===== src/rtl/operand_sequencer_pkg.sv =====
// Shared defaults and FSM state encoding for the operand sequencer and its FIFO.
package operand_sequencer_pkg;

  localparam int DEF_WIDTH       = 8;
  localparam int DEF_FIFO_DEPTH  = 4;
  localparam int DEF_ADD_LATENCY = 11;

  typedef enum logic [1:0] {
    IDLE  = 2'd0,
    START = 2'd1,
    WAIT  = 2'd2,
    HOLD  = 2'd3
  } state_t;

endpackage


===== src/rtl/operand_fifo.sv =====
// Circular operand-pair buffer with registered occupancy; pushes are refused when full.
module operand_fifo #(
  parameter int DATA_W = 16,
  parameter int DEPTH  = 4,
  localparam int AW    = $clog2(DEPTH),
  localparam int LW    = AW + 1
) (
  input  logic              clk_i,
  input  logic              rst_ni,
  input  logic              push,
  input  logic              pop,
  input  logic [DATA_W-1:0] wdata,
  output logic [DATA_W-1:0] rdata,
  output logic [LW-1:0]     level,
  output logic              empty
);

  logic [DATA_W-1:0] mem [DEPTH];
  logic [AW-1:0]     wr_ptr, rd_ptr;
  logic              full, do_push, do_pop;

  assign full    = level == LW'(DEPTH);
  assign empty   = level == '0;
  assign do_push = push && !full;
  assign do_pop  = pop && !empty;
  assign rdata   = mem[rd_ptr];

  // Storage needs no reset: an empty FIFO never exposes its contents.
  always_ff @(posedge clk_i) begin
    if (do_push) mem[wr_ptr] <= wdata;
  end

  // Power-of-two depth lets the pointers wrap naturally.
  always_ff @(posedge clk_i or negedge rst_ni) begin
    if (!rst_ni) begin
      wr_ptr <= '0;
      rd_ptr <= '0;
      level  <= '0;
    end else begin
      if (do_push) wr_ptr <= wr_ptr + 1'b1;
      if (do_pop)  rd_ptr <= rd_ptr + 1'b1;
      case ({do_push, do_pop})
        2'b10:   level <= level + 1'b1;
        2'b01:   level <= level - 1'b1;
        default: level <= level;
      endcase
    end
  end

endmodule


===== src/rtl/operand_sequencer.sv =====
// Buffers operand pairs and feeds them one at a time to a fixed-latency serial
// adder, holding each sum until the downstream consumer takes it.
module operand_sequencer
  import operand_sequencer_pkg::*;
#(
  parameter int WIDTH       = DEF_WIDTH,
  parameter int FIFO_DEPTH  = DEF_FIFO_DEPTH,
  parameter int ADD_LATENCY = DEF_ADD_LATENCY
) (
  input  logic             clk_i,
  input  logic             rst_ni,
  input  logic             in_valid_i,
  output logic             in_ready_o,
  input  logic [WIDTH-1:0] in_a_i,
  input  logic [WIDTH-1:0] in_b_i,
  output logic [WIDTH-1:0] add_a_o,
  output logic [WIDTH-1:0] add_b_o,
  output logic             add_start_o,
  input  logic [WIDTH:0]   add_sum_i,
  output logic             out_valid_o,
  input  logic             out_ready_i,
  output logic [WIDTH:0]   out_sum_o
);

  localparam int LW = $clog2(FIFO_DEPTH) + 1;
  localparam int CW = $clog2(ADD_LATENCY) + 1;

  state_t             state, state_nxt;
  logic [CW-1:0]      cnt;
  logic [LW-1:0]      level;
  logic [2*WIDTH-1:0] head;
  logic               empty, push, pop, cnt_done;

  // Ready comes from registered occupancy only, so no input reaches it.
  assign in_ready_o  = level < LW'(FIFO_DEPTH);
  assign push        = in_valid_i && in_ready_o;
  assign pop         = (state == IDLE) && !empty;
  assign cnt_done    = cnt == CW'(ADD_LATENCY - 1);
  assign add_start_o = state == START;

  operand_fifo #(
    .DATA_W (2 * WIDTH),
    .DEPTH  (FIFO_DEPTH)
  ) u_fifo (
    .clk_i  (clk_i),
    .rst_ni (rst_ni),
    .push   (push),
    .pop    (pop),
    .wdata  ({in_a_i, in_b_i}),
    .rdata  (head),
    .level  (level),
    .empty  (empty)
  );

  always_ff @(posedge clk_i or negedge rst_ni) begin
    if (!rst_ni) state <= IDLE;
    else         state <= state_nxt;
  end

  always_comb begin
    state_nxt = state;
    case (state)
      IDLE:    if (!empty) state_nxt = START;
      START:   state_nxt = WAIT;
      WAIT:    if (cnt_done) state_nxt = HOLD;
      HOLD:    if (out_ready_i) state_nxt = IDLE;
      default: state_nxt = IDLE;
    endcase
  end

  // Operands change only on an IDLE pop, so the adder sees them steady
  // from the start pulse until the result is consumed.
  always_ff @(posedge clk_i or negedge rst_ni) begin
    if (!rst_ni) begin
      add_a_o     <= '0;
      add_b_o     <= '0;
      cnt         <= '0;
      out_valid_o <= 1'b0;
      out_sum_o   <= '0;
    end else begin
      if (pop) {add_a_o, add_b_o} <= head;
      if (state == START)     cnt <= '0;
      else if (state == WAIT) cnt <= cnt + 1'b1;
      if (state == WAIT && cnt_done) begin
        out_sum_o   <= add_sum_i;
        out_valid_o <= 1'b1;
      end else if (state == HOLD && out_ready_i) begin
        out_valid_o <= 1'b0;
      end
    end
  end

endmodule

===== config.mk =====
export PLATFORM = sky130hd
export DESIGN_NAME = operand_sequencer
export DESIGN_NICKNAME = d
export VERILOG_FILES = /design/src/rtl/operand_sequencer_pkg.sv /design/src/rtl/operand_fifo.sv /design/src/rtl/operand_sequencer.sv
export SDC_FILE = /design/constraint.sdc
export NUM_CORES = 1
export LEC_CHECK = 0
export CORE_MARGIN = 2
export CORE_UTILIZATION = 60
export DETAILED_ROUTE_END_ITERATION = 12
export DONT_BUFFER_PORTS = 1
export HOLD_SLACK_MARGIN = 0.08
export PLACE_DENSITY = 0.76
export SYNTH_ARGS = -nofsm -noshare
export SYNTH_HDL_FRONTEND = slang
export SYNTH_SLANG_ARGS = --single-unit

===== constraint.sdc =====
create_clock -name clk_i -period 2.5 [get_ports clk_i]
set_input_delay 0.5 -clock clk_i [delete_from_list [all_inputs] [get_ports clk_i]]
set_output_delay 0.5 -clock clk_i [all_outputs]
set_load 0.005 [all_outputs]

==> flow_summary.toml <==
[run_status]
outcome = "finished, final reports clean"

[cells_and_area]
area_growth_pct = 7.409
layout.cells.non_filler = 357
finalNetCount = 314
drive_gt1_frac = 0.2022
diodes = 0

[global_routing]
grt_pass1_vias = 2144
track_usage = 0.1887
overflow = 0
grt_max_degree = 41
grt_pass1_wl_um = 10500
antenna_found_initial = 0

[clock_tree]
path_clk_slew_ps = 100
cts_max_path_buffers = 2
cts_hold_buf = 2
cts_buffers = 9
clkLatencyLatePin_ps = 350
post_cts_buffers = 0
cts_root_buf = "clkbuf_8"
htreeDepth = 3
cts_resized = 0
cts_tree = "yes"
cts.sinks = 104

[power_and_ir_drop]
powerDensity_nw_per_um2 = 1168
leakage_nw = 1.775
total_power_w = 0.005233
irDropWorstVdd_mv = 0.5668

[place]
dp_cells = 339
port_buffers = 0
gp_congestion = 0.7484
place_hpwl_um = 4305

[synth]
syn_area_per_cell_um2 = 16.11
synth_edf_count = 64
synthCells = 259
ys_seq_area_frac = 0.7007
yosysMostFrequentCell = "edfxtp_1"
syn_area_um2 = 4172
synth-seq-cells = 104
ys_warn_count = 0
yosysTopAreaCell = "edfxtp_1"
async_flop_share = 0.3846
syn-num-nets = 301
synth_commonest_cells = "64 x edfxtp_1, 56 x nand2_1, 40 x dfrtp_1, 16 x mux4_2, 15 x inv_1"
synth_top_area_frac = 0.4607
synth.area.top_cells = "edfxtp_1 46%, dfrtp_1 24%, mux4_2 8.6%"
synthFlopType = "edfxtp_1"
synth_cell_types = 29

[timing]
period_minus_slack_ps = 2019
finalSetupViolCount = 0
max_freq_mhz = 495.4
finalClockSkew_ps = 11.46
worst_pin_slew_ps = 819.6
hold_viol_final = 0
relSlewSlack = 0.4536
rsz0062_at_grt = "false"
fin_crit_sh = 0.8074
drv_slew = 0
tns_ps = 0

[worst_setup_path]
crit_type = "flip-flop to flip-flop"
cp_max_fo = 4
cp_data_arrival_time_ps = 2300
cp-end-kind = "flip-flop"
worstPathRequired_ps = 2780
crit_path_start_kind = "flip-flop"
r2r_slack_ps = 480

[run]
drv_cap = 0

[floorplan]
die_h_um = 87.38
io_pins = 57
row_count = 30
coreArea_um2 = 6756
start_util = 0.6174
die_area_um2 = 7635
fp.dieW_um = 87.38

[min_path]
min_path_type = "input pin to flip-flop"

[route]
drt_iter0_drc = 158
vias = 2000
drtAntennaViolNets = 0
drt-total-wl_um = 6556
wl_per_cell_um = 18.36
drtPass1Iterations = 4
vias_per_cell = 5.602
drc = 0
registers in the layout (all words and copies together) (netlist names):
register	cells
u_fifo.mem	64
out_sum_o	9
add_a_o	8
add_b_o	8
cnt	5
u_fifo.level	3
state	2
u_fifo.rd_ptr	2
u_fifo.wr_ptr	2
out_valid_o	1
path summary, 6_finish.rpt:
kind                                  from                end  cells after the start
worst max-delay path              state[0]    u_fifo.level[2]                     10
worst min-delay path             in_a_i[4]  u_fifo.mem[3][12]                      0
worst max register to register    state[0]    u_fifo.level[2]                     10
worst min register to register  add_b_o[2]         add_b_o[2]                      2
max in group asynchronous           rst_ni       out_sum_o[6]                      2
min in group asynchronous           rst_ni           state[1]                      2
cell families after synthesis:
group	after synthesis	share of synthesized area
multiplexers	30	0.1236
AO/OA/AOI/OAI	10	0.02070
flip-flops	104	0.7007
AND/OR/NAND/NOR	71	0.07259
adder cells (fa/ha/maj)	13	0.04079
buffers and inverters	25	0.02909
XOR/XNOR	6	0.01260
cell type report:
type | count | area (um^2)
flip-flops and latches | 104 | 2923
fillers | 470 | 2276
multi-input cells | 130 | 1127
clock buffers | 10 | 127.6
well taps | 80 | 100.1
repair buffers | 11 | 97.59
inverters | 16 | 60.06
clock inverters | 6 | 45.04
through the flow:
step           utilization  worst slack, ps  cell area, um^2  hold WS (ps)
3_3_place_gp        0.6331            565.4             4278         205.2
5_1_grt             0.6631            303.4             4481         208.1
4_1_cts             0.6631            463.8             4481         220.2
3_5_place_dp        0.6331            488.6             4278         205.4
6_report            0.6631            481.4             4481         236.0
2_1_floorplan            -            312.6             4172         204.4
per-layer routing:
metal  vias to the layer above  wire length, um  track usage
met3                         9              365      0.04739
li1                        945                -            -
met4                         0              120      0.09510
met5                         -                0            0
met1                       990             2782       0.2289
met2                        56             3287       0.3147
cell usage in the layout (no fill, tap or decap), drive strengths merged, types with 3 or more instances in the layout:
master,Yosys,layout
ha,12,12
buf,7,10
dfrtp,40,40
mux4,16,16
clkinv,0,4
inv,16,17
mux2,12,12
edfxtp,64,64
o22ai,3,3
nand2,56,56
and2,4,4
nor2b,3,3
clkbuf,2,10
xnor2,5,5
o21ai,3,3
nor2,3,3
report_power, final:
group / switching, W / internal, W
Combinational: 0.000825 / 0.000800
Sequential: 0.000366 / 0.00233
Clock: 0.000549 / 0.000368
worst max-delay path: stages, from the launching register on:
cell and delay (ps):
dfrtp_1 420, inv_1 120, ha_1 250, o31ai_4 100, inv_2 60, ha_1 170
inv_1 60, fa_1 370, xor2_1 150, nor2_1 110, xnor2_1 130
Note: power is estimated with default switching activity, not from simulation.
